$ cat src/rtl/qvga_pkg.sv
// Shared constants and pixel-format helpers for the QVGA frame-buffer read path.
package qvga_pkg;

  localparam int DEF_IMG_WIDTH  = 320;
  localparam int DEF_IMG_HEIGHT = 240;
  localparam int FB_ADDR_W      = $clog2(DEF_IMG_WIDTH * DEF_IMG_HEIGHT);

  typedef struct packed {
    logic [3:0] r;
    logic [3:0] g;
    logic [3:0] b;
  } rgb444_t;

  // Keep the top four bits of each channel (green drops its LSB and top bit alignment to [10:7]).
  function automatic rgb444_t rgb565_to_444(input logic [15:0] pix);
    rgb444_t c;
    c.r = pix[15:12];
    c.g = pix[10:7];
    c.b = pix[4:1];
    return c;
  endfunction

endpackage

$ cat src/rtl/qvga_fb_reader_if.sv
// Frame-buffer read port: the reader drives enable/address, the memory returns data.
interface qvga_fb_reader_if
  import qvga_pkg::*;
#(
  parameter int ADDR_W = FB_ADDR_W
) ();

  logic              oe;
  logic [ADDR_W-1:0] rAddr;
  logic [15:0]       rData;

  modport master (output oe, output rAddr, input rData);
  modport slave  (input oe, input rAddr, output rData);

endinterface

$ cat src/rtl/qvga_fb_reader_sync_delay_line.sv
// Fixed-depth shift register with a configurable reset pattern.
module sync_delay_line #(
  parameter int               WIDTH   = 1,
  parameter int               DEPTH   = 1,
  parameter logic [WIDTH-1:0] RST_VAL = '0
) (
  input  logic             clk,
  input  logic             rst,
  input  logic [WIDTH-1:0] sig,
  output logic [WIDTH-1:0] sig_dly
);

  logic [WIDTH-1:0] stage_q [DEPTH];

  always_ff @(posedge clk) begin
    if (rst) begin
      for (int i = 0; i < DEPTH; i++) stage_q[i] <= RST_VAL;
    end else begin
      stage_q[0] <= sig;
      for (int i = 1; i < DEPTH; i++) stage_q[i] <= stage_q[i-1];
    end
  end

  assign sig_dly = stage_q[DEPTH-1];

endmodule

$ cat src/rtl/qvga_fb_reader.sv
// Reads a 320x240 RGB565 frame buffer for 640x480 VGA timing with 2x pixel/line
// doubling, returning RGB444 plus syncs aligned to the memory read latency.
module qvga_fb_reader
  import qvga_pkg::*;
#(
  parameter int          IMG_WIDTH    = DEF_IMG_WIDTH,
  parameter int          IMG_HEIGHT   = DEF_IMG_HEIGHT,
  parameter int          READ_LATENCY = 1,
  parameter logic [15:0] BLANK_COLOR  = 16'h0000
) (
  input  logic                    clk,
  input  logic                    reset,
  input  logic                    de_in,
  input  logic                    hsync_in,
  input  logic                    vsync_in,
  qvga_fb_reader_if.master        fb,
  output logic                    de_out,
  output logic                    hsync_out,
  output logic                    vsync_out,
  output logic [3:0]              r_out,
  output logic [3:0]              g_out,
  output logic [3:0]              b_out
);

  localparam int ADDR_W = $clog2(IMG_WIDTH * IMG_HEIGHT);
  localparam int Y_W    = $clog2(IMG_HEIGHT + 1);
  localparam logic [ADDR_W-1:0] ROW_STEP = ADDR_W'(IMG_WIDTH);
  localparam logic [ADDR_W-1:0] ROW_LAST = ADDR_W'(IMG_WIDTH - 1);
  localparam logic [Y_W-1:0]    Y_END    = Y_W'(IMG_HEIGHT);
  localparam logic [Y_W-1:0]    Y_LAST   = Y_W'(IMG_HEIGHT - 1);

  logic [ADDR_W-1:0] addr_cnt, line_base, next_base;
  logic [Y_W-1:0]    src_y;
  logic              h_dup, v_dup, x_done, de_d;
  logic              in_range, last_pix, line_end;
  logic [3:0]        ctrl_p0;
  rgb444_t           pix_p0;

  assign next_base = line_base + ROW_STEP;
  assign last_pix  = (addr_cnt - line_base) == ROW_LAST;
  // x_done marks "column offset reached IMG_WIDTH" without stepping addr_cnt
  // onto the next line, so rAddr stays inside the buffer on the last line.
  assign in_range  = (src_y < Y_END) && !x_done;
  assign line_end  = de_d && !de_in;

  assign fb.oe    = de_in && in_range;
  assign fb.rAddr = addr_cnt;

  always_ff @(posedge clk) begin
    if (reset) begin
      addr_cnt  <= '0;
      line_base <= '0;
      src_y     <= '0;
      h_dup     <= 1'b0;
      v_dup     <= 1'b0;
      x_done    <= 1'b0;
      de_d      <= 1'b0;
    end else begin
      de_d <= de_in;
      if (!vsync_in) begin
        addr_cnt  <= '0;
        line_base <= '0;
        src_y     <= '0;
        h_dup     <= 1'b0;
        v_dup     <= 1'b0;
        x_done    <= 1'b0;
      end else if (line_end) begin
        h_dup  <= 1'b0;
        x_done <= 1'b0;
        if (!v_dup) begin
          v_dup    <= 1'b1;
          addr_cnt <= line_base;
        end else begin
          v_dup <= 1'b0;
          // line_base parks on the last source line once the image is exhausted
          if (src_y < Y_LAST) begin
            line_base <= next_base;
            addr_cnt  <= next_base;
          end else begin
            addr_cnt <= line_base;
          end
          if (src_y < Y_END) src_y <= src_y + 1'b1;
        end
      end else if (de_in && in_range) begin
        h_dup <= ~h_dup;
        if (h_dup) begin
          if (last_pix) x_done   <= 1'b1;
          else          addr_cnt <= addr_cnt + 1'b1;
        end
      end
    end
  end

  // Stage p0: control delayed to meet rData; order {de, hsync, vsync, in_range}
  sync_delay_line #(
    .WIDTH   (4),
    .DEPTH   (READ_LATENCY),
    .RST_VAL (4'b0110)
  ) u_ctrl_dly (
    .clk     (clk),
    .rst     (reset),
    .sig     ({de_in, hsync_in, vsync_in, in_range}),
    .sig_dly (ctrl_p0)
  );

  always_comb begin
    pix_p0 = '0;
    if (ctrl_p0[3]) pix_p0 = ctrl_p0[0] ? rgb565_to_444(fb.rData) : rgb565_to_444(BLANK_COLOR);
  end

  // Stage p1: registered outputs
  always_ff @(posedge clk) begin
    if (reset) begin
      de_out    <= 1'b0;
      hsync_out <= 1'b1;
      vsync_out <= 1'b1;
      r_out     <= '0;
      g_out     <= '0;
      b_out     <= '0;
    end else begin
      de_out    <= ctrl_p0[3];
      hsync_out <= ctrl_p0[2];
      vsync_out <= ctrl_p0[1];
      r_out     <= pix_p0.r;
      g_out     <= pix_p0.g;
      b_out     <= pix_p0.b;
    end
  end

endmodule

$ cat src/flat_wrapper.sv
// flat-port wrapper written by rule: the top's interface ports become plain ports
module qvga_fb_reader_flat import qvga_pkg::*;
#(
  parameter int          IMG_WIDTH    = DEF_IMG_WIDTH,
  parameter int          IMG_HEIGHT   = DEF_IMG_HEIGHT,
  parameter int          READ_LATENCY = 1,
  parameter logic [15:0] BLANK_COLOR  = 16'h0000
)
  (clk, reset, de_in, hsync_in, vsync_in, de_out, hsync_out, vsync_out, r_out, g_out, b_out, fb_oe, fb_rAddr, fb_rData);
  qvga_fb_reader_if fb_i ();
  input  logic clk;
  input  logic reset;
  input  logic de_in;
  input  logic hsync_in;
  input  logic vsync_in;
  output logic de_out;
  output logic hsync_out;
  output logic vsync_out;
  output logic [3:0] r_out;
  output logic [3:0] g_out;
  output logic [3:0] b_out;
  output wire logic [$bits(fb_i.oe)-1:0] fb_oe;
  output wire logic [$bits(fb_i.rAddr)-1:0] fb_rAddr;
  input wire logic [$bits(fb_i.rData)-1:0] fb_rData;
  assign fb_oe = fb_i.oe;
  assign fb_rAddr = fb_i.rAddr;
  assign fb_i.rData = fb_rData;
  qvga_fb_reader #(.IMG_WIDTH(IMG_WIDTH), .IMG_HEIGHT(IMG_HEIGHT), .READ_LATENCY(READ_LATENCY), .BLANK_COLOR(BLANK_COLOR)) u_core (.clk(clk), .reset(reset), .de_in(de_in), .hsync_in(hsync_in), .vsync_in(vsync_in), .fb(fb_i), .de_out(de_out), .hsync_out(hsync_out), .vsync_out(vsync_out), .r_out(r_out), .g_out(g_out), .b_out(b_out));
endmodule
$ cat config.mk
export PLATFORM = sky130hd
export DESIGN_NAME = qvga_fb_reader_flat
export DESIGN_NICKNAME = d
export VERILOG_FILES = /design/src/rtl/qvga_pkg.sv /design/src/rtl/qvga_fb_reader_if.sv /design/src/rtl/qvga_fb_reader_sync_delay_line.sv /design/src/rtl/qvga_fb_reader.sv /design/src/flat_wrapper.sv
export SDC_FILE = /design/constraint.sdc
export NUM_CORES = 1
export LEC_CHECK = 0
export BUFFER_PORTS_ARGS = -buffer_cell sky130_fd_sc_hd__buf_2
export CAP_MARGIN = 20
export CORE_ASPECT_RATIO = 1.2
export CORE_UTILIZATION = 55
export CTS_BUF_LIST = sky130_fd_sc_hd__clkbuf_2 sky130_fd_sc_hd__clkbuf_4 sky130_fd_sc_hd__clkbuf_8
export DETAILED_ROUTE_END_ITERATION = 8
export GPL_TIMING_DRIVEN = 0
export HOLD_SLACK_MARGIN = 0.08
export PLACE_DENSITY = 0.89
export SYNTH_ARGS = -nofsm -noshare
export SYNTH_HDL_FRONTEND = slang
export SYNTH_SLANG_ARGS = --single-unit
$ cat constraint.sdc
create_clock -name clk -period 6.1 [get_ports clk]
set_clock_uncertainty 0.15 [all_clocks]
set_input_delay 1.83 -clock clk [delete_from_list [all_inputs] [get_ports clk]]
set_output_delay 1.83 -clock clk [all_outputs]
set_load 0.05 [all_outputs]
==> impl_metrics.py <==
metrics = {
    "cts": {
        "postCtsSetupRepairBufs": 0,
        "cts-root-buf": "clkbuf_8",
        "cts_buffers": 9,
        "cts_tree": "done",
        "cts.reportedPaths.clkPinSlew_ns": 0.06,
        "ctsResizeCount": 0,
        "htreeDepth": 3,
        "cts_buffer_depth": 2,
        "ctsHoldBuffers": 0,
        "cts.sinks": 58,
        "clock_latency_ns": 0.35,
    },
    "worst_setup_path": {
        "worst-setup-path-type": "in2out",
        "critical_path.slowest_cell": "buf_2",
        "r2r_start": "u_core.line_base[10]$_SDFFE_PP0P_",
        "startpoint": "de_in",
        "critical_path.top_delay_family": "buffers and inverters",
        "slowest_delay_ns": 0.29,
        "startpoint_type": "primary input",
        "cp.arrival_ns": 2.41,
        "critical_path.max_fanout": 5,
        "cp-end-kind": "primary output",
        "crit_top_cell": "buf_2",
        "worstPathCellList": "buf_2 > and2_1 > buf_2",
        "required_ns": 4.12,
        "worst-path-buf-inv": 2,
    },
    "floorplan": {
        "fp.dieH_um": 83.3,
        "start_util_pct": 57.2,
        "pin_count": 54,
        "die_area_um2": 5810,
        "core_area_um2": 5300,
        "fp.dieW_um": 69.8,
        "std_cell_rows": 29,
    },
    "grt": {
        "grtUsageTotal_pct": 28.1,
        "top_usage_layer": "met2",
        "grt_overflow": 0,
        "grt_use_met3_pct": 6.19,
        "grt.met2_usage_pct": 47.6,
        "grt_use_met1_pct": 31.0,
        "grt_pass1_vias": 2896,
        "antenna_found_initial": 0,
        "grt_pass1_wl_mm": 13.1,
        "grt_start_max_net_pins": 11,
    },
    "route": {
        "drt_iter0_drc": 323,
        "wirelength_mm": 7.99,
        "drcViolationCount": 0,
        "drtPass1Iterations": 6,
        "postRouteAntennaNets": 0,
        "viasPerCell": 6.20,
        "vias": 3049,
        "wl_per_cell_um": 16.2,
    },
    "cells_and_area": {
        "finish.instance_area_um2": 3580,
        "drive_gt1_share_pct": 17.7,
        "most-common-layout-cells": "dfxtp_1, buf_2, nor2_1",
        "n_antenna_cell": 0,
        "nFillCells": 422,
        "final_common_cell": "dfxtp_1",
        "syn2layout_area_growth_pct": 18.0,
        "regArea_um2": 1160,
        "final_nets": 459,
        "multi_input_area_um2": 1750,
    },
    "pwr": {
        "power_density_nw_per_um2": 239,
        "ir_drop_mv": 0.171,
        "total_power_mw": 0.856,
        "p_int_mw": 0.654,
        "switching_power_mw": 0.202,
        "seq_power_share_pct": 45.5,
        "pwr-share-clk_pct": 46.1,
        "leakage_nw": 1.48,
        "combPwrFrac_pct": 8.4,
        "switching_share_pct": 23.6,
    },
    "synthesis": {
        "syn_inst": 365,
        "synth_cell_types": 53,
        "async_flop_share_pct": 0,
        "synth_edf_count": 0,
        "yosysTopAreaCell": "dfxtp_1",
        "synth.yosys.seq_area_share_pct": 38.3,
        "syn_area_um2": 3030,
        "ys_warn_count": 0,
        "syn_nets": 399,
        "synthDominantCellAreaShare_pct": 38.3,
        "synth_area_leaders": "dfxtp_1, ha_1, xnor2_1",
        "synth_flop_cell": "dfxtp_1",
        "ys_seq_elements": 58,
        "avgSynthCellArea_um2": 8.30,
    },
    "job": {
        "drv_cap": 0,
    },
    "outcome": {
        "status": "completed",
    },
    "placement": {
        "hpwl_mm": 5.71,
        "postPlaceCellArea_um2": 3350,
        "gp_congestion": 0.932,
        "port_buffers": 49,
    },
    "timing": {
        "worst_slew_margin_rel_pct": 59.6,
        "whs_ns": 0.267,
        "hold_viol": 0,
        "rsz0062_at_grt": "false",
        "max_freq_mhz": 228,
        "tns_ns": 0,
        "slew_violations": 0,
        "fin_crit_ns": 4.39,
        "period_share_pct": 71.9,
        "setup_viol": 0,
        "tightest_slew_ns": 0.601,
    },
    "worst_hold_path": {
        "hp-start": "u_core.u_ctrl_dly.stage_q[0][2]$_SDFF_PP1_",
        "hold_path_class": "reg2reg",
    },
}
[metal layers]
| layer | share of wire, % | up-vias |
|---|---|---|
| li1 | - | 1446 |
| met1 | 39 | 1406 |
| met2 | 51 | 168 |
| met3 | 7.1 | 29 |
| met4 | 3.6 | 0 |
| met5 | 0 | - |
[metrics by stage]
stage	util (%)	instances	setup WS [ns]
finish	67.5	492	1.71
global route	67.5	492	1.69
CTS	67.5	492	1.72
detailed placement	63.3	476	1.72
global placement	63.3	476	1.72
floorplan	-	365	1.84
[sequential cells by signal (all words and copies together) (netlist names)]
name,cells
u_core.fb.rAddr,17
u_core.r_out,4
u_core.src_y,8
u_core.h_dup,1
u_core.hsync_out,1
u_core.vsync_out,1
u_core.line_base,11
u_core.v_dup,1
u_core.x_done,1
u_core.de_d,1
u_core.de_out,1
u_core.u_ctrl_dly.stage_q,3
u_core.g_out,4
u_core.b_out,4
[worst register-to-register path: stages (launching register included)]
cell	delay, ns
dfxtp_1	0.38
clkinv_1	0.20
ha_1	0.41
a21o_1	0.23
a2111oi_0	0.42
o2bb2ai_1	0.20
a2bb2oi_1	0.24
and3_1	0.39
buf_4	0.26
buf_6	0.16
o31ai_1	0.09
a31oi_1	0.21
[cells in the mapped netlist, types with 3 or more instances]
library cell	instances
or3_1	10
nor4_1	3
or2_2	5
inv_1	14
or4_1	3
nand4_1	11
nor2_1	32
ha_1	13
a31oi_1	6
nor3_1	12
clkbuf_1	10
dfxtp_1	58
xor2_1	6
o21ai_1	3
and2_1	3
o31ai_1	4
nor2b_1	9
o21ai_0	17
nand3_1	16
nand2_1	27
a21o_1	3
a21oi_1	19
and3_1	24
xnor2_1	18
[power groups by stage]
| stage | clock network [mW] | logic [mW] | registers (mW) |
|---|---|---|---|
| 3_5_place_dp | 0 | 0.0708 | 0.398 |
| 5_1_grt | 0.414 | 0.0781 | 0.390 |
| 4_1_cts | 0.399 | 0.0715 | 0.389 |
| 2_1_floorplan | 0 | 0.0378 | 0.410 |
| 6_report | 0.395 | 0.0722 | 0.389 |
| 3_3_place_gp | 0 | 0.0687 | 0.397 |
[area by class of cell]
class	instances	share of cell area, %
multi-input combinational	278	48.9
sequential	58	32.5
timing repair buffer	49	6.86
clock buffer	11	4.06
clock inverter	5	2.17
tap	62	2.17
buffer	14	1.78
inverter	15	1.57
[worst paths after layout]
| path | slack [ns] | endpoint | cells past startpoint |
|---|---|---|---|
| worst min register to register | 0.27 | u_core.hsync_out$_SDFF_PP1_ | 1 |
| worst min-delay path | 0.27 | u_core.hsync_out$_SDFF_PP1_ | 1 |
| worst max-delay path | 1.71 | fb_oe | 3 |
| worst max register to register | 2.69 | u_core.fb.rAddr[6]$_SDFFE_PP0P_ | 11 |
[logic make-up (layout without fill, tap and decap cells)]
group                      count (synthesis)  after routing  synth area share (%)
and+or+nand+nor                          162            162                  27.9
AOI/OAI and AO/OA                         77             77                  16.8
DFF                                       58             58                  38.3
buffers and inverters                     29             94                  3.96
xor gates and xnor gates                  24             24                  6.94
adders and majority gates                 13             13                  5.37
muxes                                      2              2                 0.702
No activity file was read; power rests on OpenSTA's default activity.
